### src/rtl/program_loader_pkg.sv
// Shared types and sizes for the boot-time program loader.
package program_loader_pkg;

    localparam int WORD            = 32;
    localparam int HALF_WORD       = 16;
    localparam int LOADER_LEN_BITS = 16;

    typedef enum logic [2:0] {
        IDLE    = 3'd0,
        LEN_LO  = 3'd1,
        LEN_HI  = 3'd2,
        DATA_LO = 3'd3,
        DATA_HI = 3'd4,
        RELEASE = 3'd5,
        RUN     = 3'd6,
        ERROR   = 3'd7
    } loader_state;

    // States in which a stream byte may be accepted.
    function automatic logic is_loading(input loader_state s);
        return (s == LEN_LO) || (s == LEN_HI) || (s == DATA_LO) || (s == DATA_HI);
    endfunction

endpackage

### src/rtl/program_loader_timeout_counter.sv
// Idle-cycle counter; expired_o flags the LIMIT-th consecutive enabled cycle without a clear.
module loader_timeout_counter #(
    parameter int unsigned LIMIT    = 65535,
    parameter int          CNT_BITS = 16
) (
    input  logic clk_i,
    input  logic reset_n_i,
    input  logic clear_i,
    input  logic enable_i,
    output logic expired_o
);

    localparam logic [CNT_BITS-1:0] LAST = CNT_BITS'(LIMIT - 32'd1);

    logic [CNT_BITS-1:0] cnt_q;
    logic [CNT_BITS-1:0] cnt_d;

    // Clear has priority so a transfer always beats a coincident expiry.
    always_comb begin
        cnt_d = cnt_q;
        if (clear_i) begin
            cnt_d = '0;
        end else if (enable_i) begin
            cnt_d = cnt_q + {{(CNT_BITS-1){1'b0}}, 1'b1};
        end else begin
            cnt_d = cnt_q;
        end
    end

    // Counter register.
    always_ff @(posedge clk_i or negedge reset_n_i) begin
        if (!reset_n_i) begin
            cnt_q <= '0;
        end else begin
            cnt_q <= cnt_d;
        end
    end

    assign expired_o = enable_i & ~clear_i & (cnt_q == LAST);

endmodule

### src/rtl/program_loader.sv
// Boot sequencer: streams a length-prefixed halfword image into instruction memory, then releases the CPU.
module program_loader
    import program_loader_pkg::*;
#(
    parameter int unsigned MAX_INSTR     = 1024,
    parameter int unsigned ADDR_STEP     = 2,
    parameter int unsigned TIMEOUT       = 65535,
    parameter int unsigned RELEASE_DELAY = 4
) (
    input  logic                 clk_i,
    input  logic                 reset_n_i,
    input  logic                 start_i,
    input  logic                 byte_valid_i,
    input  logic [7:0]           byte_i,
    output logic                 byte_ready_o,
    output logic                 program_mem_write_en_o,
    output logic [HALF_WORD-1:0] instruction_o,
    output logic [WORD-1:0]      instruction_addr_o,
    output logic                 cpu_reset_o,
    output logic                 busy_o,
    output logic                 done_o,
    output logic                 error_o
);

    localparam logic [LOADER_LEN_BITS-1:0] MAX_W  = LOADER_LEN_BITS'(MAX_INSTR);
    localparam logic [LOADER_LEN_BITS-1:0] STEP_W = LOADER_LEN_BITS'(ADDR_STEP);
    localparam logic [7:0]                 REL_W  = 8'(RELEASE_DELAY);

    loader_state                state_q, state_d;
    logic [7:0]                 len_lo_q, len_lo_d;
    logic [7:0]                 data_lo_q, data_lo_d;
    logic [LOADER_LEN_BITS-1:0] remaining_q, remaining_d;
    logic [LOADER_LEN_BITS-1:0] addr_q, addr_d;
    logic [7:0]                 rel_cnt_q, rel_cnt_d;

    logic                 byte_ready_q, byte_ready_d;
    logic                 write_en_q, write_en_d;
    logic [HALF_WORD-1:0] instr_q, instr_d;
    logic [WORD-1:0]      instr_addr_q, instr_addr_d;
    logic                 cpu_reset_q, cpu_reset_d;
    logic                 busy_q, busy_d;
    logic                 done_q, done_d;
    logic                 error_q, error_d;

    logic                       xfer_s;
    logic                       start_ok_s;
    logic                       timeout_s;
    logic [LOADER_LEN_BITS-1:0] count_s;

    // byte_ready_q mirrors "state_q is a loading state", so this is the handshake.
    assign xfer_s     = byte_valid_i & byte_ready_q;
    assign start_ok_s = start_i & ((state_q == IDLE) || (state_q == RUN) || (state_q == ERROR));
    assign count_s    = {byte_i, len_lo_q};

    loader_timeout_counter #(
        .LIMIT    (TIMEOUT),
        .CNT_BITS (LOADER_LEN_BITS)
    ) u_timeout (
        .clk_i     (clk_i),
        .reset_n_i (reset_n_i),
        .clear_i   (xfer_s | start_ok_s),
        .enable_i  (is_loading(state_q)),
        .expired_o (timeout_s)
    );

    // State register.
    always_ff @(posedge clk_i or negedge reset_n_i) begin
        if (!reset_n_i) begin
            state_q <= IDLE;
        end else begin
            state_q <= state_d;
        end
    end

    // Next-state and counter updates.
    always_comb begin
        state_d     = state_q;
        len_lo_d    = len_lo_q;
        data_lo_d   = data_lo_q;
        remaining_d = remaining_q;
        addr_d      = addr_q;
        rel_cnt_d   = rel_cnt_q;
        case (state_q)
            IDLE, RUN, ERROR: begin
                if (start_ok_s) begin
                    state_d = LEN_LO;
                    addr_d  = '0;
                end else begin
                    state_d = state_q;
                end
            end
            LEN_LO: begin
                if (xfer_s) begin
                    len_lo_d = byte_i;
                    state_d  = LEN_HI;
                end else if (timeout_s) begin
                    state_d = ERROR;
                end else begin
                    state_d = LEN_LO;
                end
            end
            LEN_HI: begin
                if (xfer_s) begin
                    if ((count_s == '0) || (count_s > MAX_W)) begin
                        state_d = ERROR;
                    end else begin
                        remaining_d = count_s;
                        state_d     = DATA_LO;
                    end
                end else if (timeout_s) begin
                    state_d = ERROR;
                end else begin
                    state_d = LEN_HI;
                end
            end
            DATA_LO: begin
                if (xfer_s) begin
                    data_lo_d = byte_i;
                    state_d   = DATA_HI;
                end else if (timeout_s) begin
                    state_d = ERROR;
                end else begin
                    state_d = DATA_LO;
                end
            end
            DATA_HI: begin
                if (xfer_s) begin
                    remaining_d = remaining_q - {{(LOADER_LEN_BITS-1){1'b0}}, 1'b1};
                    addr_d      = addr_q + STEP_W;
                    if (remaining_q == {{(LOADER_LEN_BITS-1){1'b0}}, 1'b1}) begin
                        rel_cnt_d = 8'd0;
                        state_d   = RELEASE;
                    end else begin
                        state_d = DATA_LO;
                    end
                end else if (timeout_s) begin
                    state_d = ERROR;
                end else begin
                    state_d = DATA_HI;
                end
            end
            RELEASE: begin
                // The cycle of the final strobe is count 0, so reset drops RELEASE_DELAY+1 cycles later.
                if (rel_cnt_q == REL_W) begin
                    state_d = RUN;
                end else begin
                    rel_cnt_d = rel_cnt_q + 8'd1;
                    state_d   = RELEASE;
                end
            end
            default: begin
                state_d = IDLE;
            end
        endcase
    end

    // Output decode, computed one cycle ahead so every port is a flop.
    always_comb begin
        write_en_d   = 1'b0;
        instr_d      = instr_q;
        instr_addr_d = instr_addr_q;
        if ((state_q == DATA_HI) && xfer_s) begin
            write_en_d   = 1'b1;
            instr_d      = {byte_i, data_lo_q};
            instr_addr_d = {{(WORD-LOADER_LEN_BITS){1'b0}}, addr_q};
        end else begin
            write_en_d = 1'b0;
        end
        byte_ready_d = is_loading(state_d);
        busy_d       = is_loading(state_d) || (state_d == RELEASE);
        cpu_reset_d  = (state_d != RUN);
        done_d       = (state_d == RUN);
        error_d      = (state_d == ERROR);
    end

    // Datapath registers.
    always_ff @(posedge clk_i or negedge reset_n_i) begin
        if (!reset_n_i) begin
            len_lo_q    <= 8'd0;
            data_lo_q   <= 8'd0;
            remaining_q <= '0;
            addr_q      <= '0;
            rel_cnt_q   <= 8'd0;
        end else begin
            len_lo_q    <= len_lo_d;
            data_lo_q   <= data_lo_d;
            remaining_q <= remaining_d;
            addr_q      <= addr_d;
            rel_cnt_q   <= rel_cnt_d;
        end
    end

    // Output registers.
    always_ff @(posedge clk_i or negedge reset_n_i) begin
        if (!reset_n_i) begin
            byte_ready_q <= 1'b0;
            write_en_q   <= 1'b0;
            instr_q      <= '0;
            instr_addr_q <= '0;
            cpu_reset_q  <= 1'b1;
            busy_q       <= 1'b0;
            done_q       <= 1'b0;
            error_q      <= 1'b0;
        end else begin
            byte_ready_q <= byte_ready_d;
            write_en_q   <= write_en_d;
            instr_q      <= instr_d;
            instr_addr_q <= instr_addr_d;
            cpu_reset_q  <= cpu_reset_d;
            busy_q       <= busy_d;
            done_q       <= done_d;
            error_q      <= error_d;
        end
    end

    assign byte_ready_o           = byte_ready_q;
    assign program_mem_write_en_o = write_en_q;
    assign instruction_o          = instr_q;
    assign instruction_addr_o     = instr_addr_q;
    assign cpu_reset_o            = cpu_reset_q;
    assign busy_o                 = busy_q;
    assign done_o                 = done_q;
    assign error_o                = error_q;

endmodule

### config.mk
export PLATFORM = sky130hd
export DESIGN_NAME = program_loader
export DESIGN_NICKNAME = d
export VERILOG_FILES = /design/src/rtl/program_loader_pkg.sv /design/src/rtl/program_loader_timeout_counter.sv /design/src/rtl/program_loader.sv
export SDC_FILE = /design/constraint.sdc
export NUM_CORES = 1
export LEC_CHECK = 0
export BUFFER_PORTS_ARGS = -buffer_cell sky130_fd_sc_hd__clkbuf_2
export CORE_AREA = 3 3 107 109
export CTS_BUF_LIST = sky130_fd_sc_hd__clkbuf_4
export CTS_CLUSTER_DIAMETER = 60
export DETAILED_ROUTE_END_ITERATION = 8
export DIE_AREA = 0 0 110 112
export PLACE_DENSITY = 0.79
export SYNTH_ARGS = -nofsm -noshare
export SYNTH_HDL_FRONTEND = slang
export SYNTH_HIERARCHICAL = 1
export SYNTH_SLANG_ARGS = --single-unit
### constraint.sdc
create_clock -name clk_i -period 6.8 [get_ports clk_i]
set_input_delay 0 -clock clk_i [delete_from_list [all_inputs] [get_ports clk_i]]
set_output_delay 0 -clock clk_i [all_outputs]
set_load 0.05 [all_outputs]
Word-level counts from Yosys, hierarchy flattened

Index checks and enable logic that the tools add are counted.

Output and inout port bits: 54
Bits in registers: 113
Logic and storage cells: 100

Mux-type cells: 27
Reductions and logical operators: 23
Bitwise logic cells: 6
$lt $le $gt $ge: 1
Equality and inequality tests: 24
Add/subtract/negate cells: 4

Operators with widths:

| cell                  | count |
|---|---|
| $mux 16               | 7 |
| $pmux 16 s2           | 2 |
| $mux 3                | 10 |
| $eq 3x3->1 const B    | 8 |
| $mux 8                | 3 |
| $pmux 3 s6            | 1 |
| $add 16x1->16 const B | 1 |
| $add 16x2->16 const B | 1 |
| $eq 16x1->1 const B   | 1 |
| $eq 16x16->1 const B  | 1 |
| $gt 16x11->1 const B  | 1 |
| $logic_not 16->1      | 1 |
| $pmux 8 s2            | 1 |
| $sub 16x1->16 const B | 1 |
| $eq 3x2->1 const B    | 4 |
| $logic_or 1x1->1      | 10 |
| $ne 2x2->1 const B    | 5 |
| $add 8x1->8 const B   | 1 |
| $eq 8x3->1 const B    | 1 |
| $reduce_and 4->1      | 2 |
| $reduce_bool 2->1     | 4 |
| $eq 3x1->1 const B    | 2 |
| $and 1x1->1           | 4 |
| $mux 2                | 2 |
| 10 further kinds      | 11 |

Depth between registers and ports, before layout

Gate-level depths: netlist (run 1).

Depth in word-level cells: 16
Gate-level depth with buffers: 14
Mapped depth without buffers: 12

Cells and area by module

The synthesis (run 1) kept the hierarchy.

Modules (own cells, without submodules):

| module                 | seq. area each (sq um) | times used | cells each | area an instance (sq um) |
|---|---|---|---|---|
| program_loader         | 2378.5                 | 1          | 533        | 4912.2 |
| loader_timeout_counter | 400.4                  | 1          | 89         | 918.4 |

Worst setup path before layout (run 1)

OpenSTA, ideal clock, no wires.

Path type: register to register
Start point: register state_q[2]
End point: register error_q, in the netlist error_o
Stages on the path, launching flop included: 15
Setup time: 120 ps
Data required time: 6680 ps
Slack: 3982 ps
Buffers on the path: 3
Arrival: 2699 ps
Path through: dfrtp_1 -> buf_2 -> or3_1 -> nand2_1 -> nand2_1 -> nand2_1 -> clkbuf_1 -> nand4b_1 -> nor2_1 -> a21oi_1 -> o21ai_0 -> a41oi_1 -> clkbuf_1 -> inv_1 -> and3_1

Word-level cells in the longest chain between the ends: 12
Elaborated cells between the ends (all ways): 30
Those cells by class: eq/ne (8); mux (10); bitwise (5); reduce/logical (7)

Ends and longest elaborated chain:

| element                                       | RTL line                                     | text |
|---|---|---|
| start, declared                               | program_loader.sv:29                         | `loader_state state_q, state_d;` |
| start signal, assigned                        | program_loader.sv:71                         | `state_q <= state_d;` |
| $eq 3x3->1 or $logic_not 3->1 (tied branches) | program_loader.sv:52                         | `assign start_ok_s = start_i & ((state_q == IDLE) \|\| (state_q == RUN) \|\| (state_q == ERROR));` |
| $logic_or 1x1->1 (2 in a row)                 | program_loader.sv:52                         |  |
| $and 1x1->1                                   | program_loader.sv:52                         |  |
| $or 1x1->1                                    | program_loader.sv:61                         | `.clear_i (xfer_s \| start_ok_s),` |
| $not 1->1                                     | program_loader_timeout_counter.sv:39         | `assign expired_o = enable_i & ~clear_i & (cnt_q == LAST);` |
| $and 1x1->1 * (2 in a row)                    | program_loader_timeout_counter.sv:39         |  |
| via timeout_s                                 | program_loader.sv:47                         | `logic timeout_s;` |
| $mux 2 or $mux 3 (tied branches)              | program_loader.sv:136, program_loader.sv:110 |  |
| $mux 3, on equally long branches              | program_loader.sv:127, program_loader.sv:103 |  |
| $pmux 3 s6 *                                  | program_loader.sv:83                         | `case (state_q)` |
| via state_d[0]                                | program_loader.sv:29                         |  |
| $eq 3x3->1 *                                  | program_loader.sv:173                        | `error_d = (state_d == ERROR);` |
| via error_d                                   | program_loader.sv:43                         | `logic error_q, error_d;` |
| end signal, assigned                          | program_loader.sv:212                        | `error_q <= error_d;` |
| end, declared                                 | program_loader.sv:43                         |  |

Mark *: on every way through the listed nets, which the timed path passes. The rest lies on a longest branch.
A chain may end at the register's enable or synchronous reset.

Final worst setup path (run 1)

Start point: register state_q[0]
End point: register busy_q, in the netlist busy_o

Word-level cells in the longest chain between the ends: 16
Elaborated cells between the ends (all ways): 38
Those cells by class: eq/ne (12); mux (10); bitwise (5); reduce/logical (11)

Ends and longest elaborated chain:

| element                                       | RTL line                             | text |
|---|---|---|
| $eq 3x3->1 or $logic_not 3->1 (tied branches) | program_loader.sv:52                 |  |
| $logic_or 1x1->1 (2 in a row)                 | program_loader.sv:52                 |  |
| $and 1x1->1                                   | program_loader.sv:52                 |  |
| $or 1x1->1                                    | program_loader.sv:61                 |  |
| $not 1->1                                     | program_loader_timeout_counter.sv:39 |  |
| $and 1x1->1 * (2 in a row)                    | program_loader_timeout_counter.sv:39 |  |
| via timeout_s                                 | program_loader.sv:47                 |  |
| $mux 2, or another cell as far along          | program_loader.sv:136                | `end else if (timeout_s) begin` |
| $mux 3, on equally long branches              | -                                    |  |
| $pmux 3 s6 *                                  | program_loader.sv:83                 |  |
| $eq 3x1->1 or $eq 3x2->1 (tied branches)      | program_loader_pkg.sv:21             | `return (s == LEN_LO) \|\| (s == LEN_HI) \|\| (s == DATA_LO) \|\| (s == DATA_HI);` |
| $logic_or 1x1->1 (3 in a row)                 | program_loader_pkg.sv:21             |  |
| $logic_or 1x1->1 *                            | program_loader.sv:170                | `busy_d = is_loading(state_d) \|\| (state_d == RELEASE);` |
| via busy_d                                    | program_loader.sv:41                 | `logic busy_q, busy_d;` |
| end signal, assigned                          | program_loader.sv:210                | `busy_q <= busy_d;` |
| end, declared                                 | program_loader.sv:41                 |  |

Marked as above.

==> run metrics, run 1 <==
status finished clean; share of cells above drive strength 1 0.161; largest cells by area after synthesis dfrtp_1, nand2_1, mux2_2; Core Area 10700 um^2; main flop type after synthesis dfrtp_1; Root Driver clkbuf_4; unrepaired setup endpoints after global routing no; sequential area share after synthesis 0.477; Setup WS post-layout 2.82 ns; pwr/cell area 386 nW/um^2; Via density 6.03; htree depth 3; final setup fails 0; Final TNS setup 0 ns; clk_skew 0.0194 ns; async set-reset flop share out of synthesis 1.00; Clock Latency Late Sink 0.47 ns; vias in the first global route 4568; fin nets 683; DR WL met2 6.54 mm; initial antenna violation count 0; most common cell in the netlist nand2_1; initial DRC count 654; CTS tree built; Crit path required time 7.15 ns; Critical Path Source Type flip-flop; final wirelength 13.4 mm; Worst Max-Slew Pin Slew 1.01 ns; total design power 0.00244 W; met1 wire length 5.85 mm; highest routed layer met4; crit path DAT 4.33 ns; cell count after synthesis 622; Die ar. 12300 um^2; Clock Path Buffers 2; syn_area_per_cell 9.37 um^2; Die Wd 110 um; CP most frequent cell nand2_1; Max-Slew Margin vs Limit 0.329; worst hold path type primary input to asynchronous set/reset pin; DR vias 4878; DRC Markers 0; cts bufs inserted 9; final hold vios 0; FF+latch count, synth 111; min Tclk post-route 3.98 ns; Ant. Diodes 0; crit path max-delay cell type a41oi_1; hold_ws 0.0740 ns; crit share post-route 0.586; GRT Util Overall 0.230; Max Clk Rate 251 MHz; I/O Pins 66; Reg clk slew, reported paths 0.17 ns; R2R setup slack 2.82 ns; critical path class flip-flop to flip-flop; HPWL Detailed 9.13 mm; drt pass-1 iters 7; placed cell areas 6070 um^2; ANT nets after route 0; Reg-to-Reg Start state_q[0]; Mapped Area 5830 um^2; gr ovfl total 0; top post-synthesis cells by count nand2_1, dfrtp_1, nor2_1, a21oi_1, o21ai_0; cell taking the most area after synthesis dfrtp_1; final instance area 6340 um^2; gp weighted congestion 0.884; Die Height 112 um; first-pass GRT wire length 22.6 mm; Post-synth EDFFs 0; # resized after CTS 0; Max VDD drop 0.165 mV; Rows 38; Final Max Tran Viols 0; met3 WL 692 um; Worst setup EP type flip-flop; largest net degree at the start of global routing 61; Yosys cell types 73; clock sink count 111; CP delay by family, top simple AND/OR/NAND/NOR gates; Starting Density 0.545; critical path fanouts, max 23; post-place setup slack 2.88 ns; synth-to-layout area growth 8.73%; critical-path cell list or3_1 -> nand2_1 -> nand2_1 -> nand2_1 -> nand4b_1 -> nor2_1 -> a21oi_1 -> o21ai_0 -> a41oi_1 -> nor3b_1 -> o22ai_1; Synth top area share 0.472; cells on worst reg2reg path 11; Critical path buffers and inverters 0; worst r2r dst busy_o; DR WL/cell 16.6 um; max_cap viols 0; yosys warns 6; leakage 2.92 nW; highest cell delay on the worst timing path 0.79 ns; port bufs 48
[kinds of logic after synthesis]
family	after synthesis	synth area share
adders and majority gates	7	0.0150
buffers and inverters	69	0.0607
muxes	22	0.0423
xor gates and xnor gates	10	0.0150
DFF	111	0.477
AOI/OAI and AO/OA	133	0.151
and+or+nand+nor	269	0.238
other	1	0.000643
[cell type report]
type / count / area (um^2)
multi-input combinational: 458 / 2760
fill: 889 / 4360
tap: 140 / 175
inverter: 20 / 75.1
clock inverter: 6 / 90.1
timing repair buffer: 64 / 388
sequential: 111 / 2780
clock buffer: 10 / 75.1
[report_power, final]
part,internal [W],total [W],switching [W]
registers,0.000853,0.00107,0.000215
logic,0.000317,0.000999,0.000682
clock network,0.000156,0.000377,0.000222
[sequential cells by signal, summed over array words and instances (netlist names)]
| signal | count |
|---|---|
| addr_q | 15 |
| busy_o | 1 |
| byte_ready_o | 1 |
| cpu_reset_o | 1 |
| data_lo_q | 8 |
| done_o | 1 |
| error_o | 1 |
| instruction_addr_o | 15 |
| instruction_o | 16 |
| len_lo_q | 8 |
| program_mem_write_en_o | 1 |
| rel_cnt_q | 8 |
| remaining_q | 16 |
| state_q | 3 |
| u_timeout/cnt_q | 16 |
[per-layer routing]
| metal | GRT usage | vias up |
|---|---|---|
| li1 | - | 2286 |
| met1 | 0.327 | 2381 |
| met2 | 0.348 | 185 |
| met3 | 0.0371 | 26 |
| met4 | 0.0973 | 0 |
| met5 | 0 | - |
[how the worst max path moves through the flow]
stage | startpoint | to | slack, ns | cells past startpoint
after floorplan | state_q[2] | error_o | 3.98 | 14
after global placement | state_q[0] | busy_o | 3.09 | 11
after detailed placement | state_q[0] | busy_o | 2.88 | 11
after CTS | state_q[0] | busy_o | 2.84 | 11
after global routing | state_q[0] | busy_o | 2.49 | 11
final | state_q[0] | busy_o | 2.82 | 11
[repair_timing]
action | CTS | global route
endpoints found under the hold margin | 83 | 0
setup buffers | 0 | 0
hold buffers | 10 | 0
[cells in the final DEF, fill, tap and decap left out, types with 6 or more instances in the layout]
cell type / n
mux2_2: 18
nor3_1: 12
and3_1: 6
dlygate4sd3_1: 10
nand2_1: 115
conb_1: 17
clkbuf_4: 10
or4_1: 10
nand4_1: 9
o21ai_0: 35
or3_1: 6
nor4_1: 19
clkbuf_2: 47
nor2_1: 39
a41oi_1: 7
nand3_1: 18
xor2_1: 6
ha_1: 7
a21oi_1: 36
inv_1: 20
dfrtp_1: 110
buf_4: 7
o31ai_1: 7
[stage by stage]
| step | utilization | std cells |
|---|---|---|
| floorplan | - | 638 |
| global placement | 0.568 | 783 |
| detailed placement | 0.568 | 783 |
| CTS | 0.593 | 809 |
| global route | 0.593 | 809 |
| finish | 0.593 | 809 |
Power figures use the tool's default switching activity.
==> inputs of run 2 (changes only) <==
==> constraint.sdc (replaced) <==
create_clock -name clk_i -period 4 [get_ports clk_i]
set_input_delay 0 -clock clk_i [delete_from_list [all_inputs] [get_ports clk_i]]
set_output_delay 0 -clock clk_i [all_outputs]
set_load 0.05 [all_outputs]
==> run 2 against run 1 <==
Compared with the run above:
- wire length is 0.40% lower
- setup slack got worse by 2.0 ns
- register-to-register slack worse by 2.0 ns
- combinational power is 72% higher
- clock skew grew 0.0038 ns
- via count decreased by 0.47%
- non-clock buffer count grew 3
- critical path type unchanged
- largest power group unchanged
==> run metrics, run 2 (synthesis gave the netlist of run 1 again) <==
status finished clean; gp weighted congestion 0.898 (+1.6%); Max Clk Rate 313 MHz (+25%); final hold vios 0 (unchanged); fin nets 686 (+0.44%); highest cell delay on the worst timing path 0.87 ns (+0.08 ns); I/O Pins 66 (unchanged); unrepaired setup endpoints after global routing no; critical path class flip-flop to flip-flop; cts bufs inserted 9 (unchanged); Root Driver clkbuf_4; crit path DAT 3.54 ns (-0.79 ns); cells on worst reg2reg path 9 (-2); final core occ 0.592 (-0.000702); hold_ws 0.217 ns (+0.143 ns); Critical Path Source Type flip-flop; Worst setup EP type flip-flop; DRC Markers 0 (unchanged); final wirelength 13.3 mm (-0.40%); DR vias 4855 (-0.47%); pwr/cell area 647 nW/um^2 (+68%); Max-Slew Margin vs Limit 0.319 (-0.0102); Max VDD drop 0.287 mV (+74%); clk_skew 0.0232 ns (+0.00377 ns); synth-to-layout area growth 8.61%; HPWL Detailed 9.27 mm (+1.6%); critical-path cell list or3_1 -> and2_1 -> nand4b_1 -> nor2_1 -> a21bo_2 -> a211oi_1 -> o32a_1 -> a211o_1 -> a41oi_1; first-pass GRT wire length 22.3 mm (-1.4%); Starting Density 0.545 (unchanged); worst r2r dst rel_cnt_q[0]; gr ovfl total 0 (unchanged); clock sink count 111 (unchanged); largest net degree at the start of global routing 83 (+36%); Ant. Diodes 0 (unchanged); DR WL/cell 16.4 um (-0.76%); Final Max Tran Viols 0 (unchanged); final setup fails 0 (unchanged); R2R setup slack 0.81 ns (-2.01 ns); commonest non-fill, non-tap cells in the layout nand2_1, dfrtp_1, clkbuf_2; Via density 5.98 (-0.84%); initial DRC count 482 (-26%); share of cells above drive strength 1 0.162 (+0.000767); critical path fanouts, max 23 (unchanged); CTS tree built; port bufs 48 (unchanged); placed cell areas 6100 um^2 (+0.37%); Die ar. 12300 um^2 (unchanged); min Tclk post-route 3.19 ns (-0.792 ns); Clock Path Buffers 2 (unchanged); ANT nets after route 0 (unchanged); vias in the first global route 4715 (+3.2%); worst hold path type primary input to asynchronous set/reset pin; max_cap viols 0 (unchanged); Crit path required time 4.35 ns (-2.80 ns); GRT Util Overall 0.225 (-0.00485); Core Area 10700 um^2 (unchanged); Die Height 112 um (unchanged); drt pass-1 iters 5 (-2); leakage 2.92 nW (about the same); most common cell after layout, fill and taps aside nand2_1; Rows 38 (unchanged); htree depth 3 (unchanged); Reg-to-Reg Start state_q[0]; Die Wd 110 um (unchanged); final instance area 6330 um^2 (-0.12%); crit path max-delay cell type dfrtp_1; Worst Max-Slew Pin Slew 1.02 ns (+0.0153 ns); Clock Latency Late Sink 0.49 ns (+0.02 ns); # resized after CTS 0 (unchanged); Reg clk slew, reported paths 0.16 ns (about the same); initial antenna violation count 0 (unchanged); crit share post-route 0.798 (+0.212); Final TNS setup 0 ns (unchanged)
run 2: cell types whose count changed in the layout (fill, tap and decap cells not counted):
cell,change
clkinvlp_4,-1
clkinv_1,+2
bufinv_16,-1
inv_6,-1
clkinv_4,+1
buf_4,+3
run 2: critical path, delay by kind of cell, from the launching register on:
| kind | cells | cell delay (ns) |
|---|---|---|
| simple gates | 4 | 0.91 |
| flops | 1 | 0.87 |
| compound gates | 5 | 1.27 |
run 2: area by class of cell:
class / count / area, um^2
Fill cell: 921 / 4370
Sequential cell: 111 / 2780
Multi-Input combinational cell: 458 / 2760
Timing Repair Buffer: 67 / 410
Tap cell: 140 / 175
Clock buffer: 10 / 75.1
Inverter: 20 / 75.1
Clock inverter: 6 / 60.1
run 2: where the power goes:
part	switching, W	internal, W
logic	0.00116	0.000558
registers	0.000365	0.00145
clock network	0.000368	0.000197
total	0.00189	0.00220
run 2: metal layers:
layer	wire, um	global-route usage
met1	5900	0.312
met2	6390	0.350
met3	720	0.0388
met4	331	0.0906
met5	0	0
run 2: metrics by stage:
step                total power (W)  setup slack, ns  instances
finish                      0.00410            0.809        812
global route                0.00437            0.579        812
CTS                         0.00408            0.846        812
detailed placement          0.00353            0.877        786
global placement            0.00344             1.06        786
floorplan                   0.00310             1.18        638
run 2: repair_timing:
item                                    CTS  global route
setup buffers                             0             0
endpoints found under the setup margin    0             0
hold buffers                             10             0
endpoints found under the hold margin   112             0
run 2: worst max-delay path by stage:
stage / startpoint / endpoint / slack, ns / cells past startpoint
after floorplan: state_q[2] / error_o / 1.18 / 14
after CTS: state_q[0] / busy_o / 0.85 / 10
after global routing: state_q[0] / error_o / 0.58 / 9
after detailed placement: state_q[0] / rel_cnt_q[0] / 0.88 / 9
after global placement: state_q[0] / rel_cnt_q[0] / 1.06 / 9
final: state_q[0] / rel_cnt_q[0] / 0.81 / 9
==> inputs of run 3 (changes only) <==
==> constraint.sdc (replaced) <==
create_clock -name clk_i -period 3.1 [get_ports clk_i]
set_input_delay 0 -clock clk_i [delete_from_list [all_inputs] [get_ports clk_i]]
set_output_delay 0 -clock clk_i [all_outputs]
set_load 0.05 [all_outputs]
==> run 3 against run 2 <==
Compared with the run above:
- critical path depth increased by 1
- cell count increased by 0.37%
- sequential share of layout area decreased by 0.16 points
- setup slack got worse by 0.51 ns
- total power increased by 28%
- first-iteration DRC count increased by 4.1%
- worst hold slack got worse by 0.15 ns
- non-clock buffer count increased by 4
- fmax increased by 14%
- utilization increased by 0.21 points
- sequential cell count unchanged
- critical endpoint is now done_o
- largest power group is now combinational cells
- highest routed layer unchanged
==> run metrics, run 3 (synthesis gave the netlist of run 1 again) <==
Worst setup EP type flip-flop; critical path class flip-flop to flip-flop; Critical path buffers and inverters 1 (+1); Die Height 112 um (unchanged); initial antenna violation count 0 (unchanged); Via density 6.00 (+0.37%); Core Area 10700 um^2 (unchanged); I/O Pins 66 (unchanged); status finished clean; final wirelength 13.1 mm (-1.7%); highest cell delay on the worst timing path 0.54 ns (-0.33 ns); cts bufs inserted 9 (unchanged); DR vias 4891 (+0.74%); DR WL/cell 16.1 um (-2.1%); crit path max-delay cell type dfrtp_1; Max Clk Rate 357 MHz (+14%); ANT nets after route 0 (unchanged); postcts setup bufs 0 (unchanged); HPWL Detailed 9.14 mm (-1.4%); Ant. Diodes 0 (unchanged); commonest non-fill, non-tap cells in the layout nand2_1, dfrtp_1, clkbuf_2; synth-to-layout area growth 8.99%; Die Wd 110 um (unchanged); Clock Latency Late Sink 0.49 ns (about the same); final hold vios 0 (unchanged); first-pass GRT wire length 22.1 mm (-1.2%); htree depth 3 (unchanged); Die ar. 12300 um^2 (unchanged); Reg clk slew, reported paths 0.16 ns (about the same); Root Driver clkbuf_4; Final Max Tran Viols 0 (unchanged); Clock Path Buffers 2 (unchanged); fin cells 815 (+0.37%); GRT Util Overall 0.223 (-0.00198); min Tclk post-route 2.80 ns (-0.389 ns); unrepaired setup endpoints after global routing no; post-place setup slack 0.265 ns (-0.613 ns); gp weighted congestion 0.872 (-2.9%); Crit path required time 3.48 ns (-0.87 ns); Critical Path Source Type flip-flop; pwr/cell area 824 nW/um^2 (+27%); share of cells above drive strength 1 0.170 (+0.00817); placed cell count 790 (+0.51%); worst hold path type primary input to asynchronous set/reset pin; Worst Max-Slew Pin Slew 0.819 ns (-0.202 ns); clock sink count 111 (unchanged); fin nets 690 (+0.58%); largest net degree at the start of global routing 57 (-31%); gr ovfl total 0 (unchanged); Setup WS post-layout 0.298 ns (-0.511 ns); port bufs 48 (unchanged); max_cap viols 0 (unchanged); drt pass-1 iters 5 (unchanged); CTS tree built; final setup fails 0 (unchanged); leakage 2.93 nW (+0.39%); initial DRC count 502 (+4.1%); crit path DAT 3.19 ns (-0.35 ns); crit share post-route 0.904 (+0.106); Starting Density 0.545 (unchanged); Max-Slew Margin vs Limit 0.452 (+0.133); Rows 38 (unchanged); critical path fanouts, max 15 (-35%); most common cell after layout, fill and taps aside nand2_1; Final TNS setup 0 ns (unchanged); CP delay by family, top simple AND/OR/NAND/NOR gates; fillers 927 (+0.65%); critical-path cell list or3_1 -> and2_1 -> nand4b_1 -> nor2_1 -> a21oi_2 -> o21ai_0 -> a32o_1 -> nor2_2 -> inv_1 -> and3_1; vias in the first global route 4547 (-3.6%); Max VDD drop 0.475 mV (+65%); DRC Markers 0 (unchanged); clk_skew 0.0240 ns (+0.000816 ns)
==> run 3: cell types whose count changed in the layout (fill, tap and decap cells not counted), sizes merged <==
cell / previous run / this run
bufinv: 1 / 0
buf: 10 / 14
==> run 3: metrics by stage <==
| stage | util | cell area, um^2 | total power [W] | hold slack [ns] |
|---|---|---|---|---|
| after floorplan | - | 5890 | 0.00400 | -0.296 |
| after global placement | 0.574 | 6140 | 0.00448 | 0.0790 |
| after detailed placement | 0.574 | 6140 | 0.00458 | 0.0971 |
| after CTS | 0.594 | 6350 | 0.00522 | 0.0886 |
| after global routing | 0.594 | 6350 | 0.00558 | 0.108 |
| final | 0.594 | 6350 | 0.00523 | 0.0678 |
==> run 3: path summary, 6_finish.rpt <==
check                             start                     end  slack (ns)  cells after the start
max in group asynchronous     reset_n_i             cpu_reset_o        2.24                      3
hold reg to reg            data_lo_q[7]        instruction_o[7]        0.49                      2
hold / removal                reset_n_i  instruction_addr_o[11]        0.07                      2
setup / recovery             state_q[2]                  done_o        0.30                     10
setup reg to reg             state_q[2]                  done_o        0.30                     10
min in group clk_i         byte_valid_i      u_timeout/cnt_q[0]        0.23                      5
==> run 3: area by class of cell <==
class / count / area [um^2] / area share
Tap cell: 140 / 175 / 0.0276
Inverter: 20 / 75.1 / 0.0118
Multi-Input combinational cell: 458 / 2760 / 0.435
Timing Repair Buffer: 71 / 453 / 0.0713
Clock inverter: 5 / 35.0 / 0.00551
Clock buffer: 10 / 75.1 / 0.0118
Sequential cell: 111 / 2780 / 0.437
==> run 3: routing by layer <==
metal	global-route usage	up-vias	wire, um
met4	0.0964	0	399
met5	0	-	0
li1	-	2300	-
met2	0.331	162	6140
met3	0.0423	40	723
met1	0.319	2389	5860
==> run 3: where the power goes <==
part           total [W]  switching, W  internal [W]  leakage, nW
logic            0.00231       0.00157      0.000746         1.42
registers        0.00228      0.000408       0.00187         1.45
clock network   0.000642      0.000470      0.000172       0.0643
==> run 3: worst reg2reg max path, delay by kind of cell (launching register included) <==
kind,cells,cell delay (ns)
buffers and inverters,1,0.12
flip-flops,1,0.54
AO/OA/AOI/OAI,3,0.68
AND/OR/NAND/NOR,6,1.37
==> run 3: what timing repair did <==
| item | 4_1_cts | 5_1_grt |
|---|---|---|
| hold endpoints to repair | 87 | 0 |
| setup endpoints to repair | 0 | 6 |
| hold buffers | 10 | 0 |
| resized for setup | 0 | 2 |
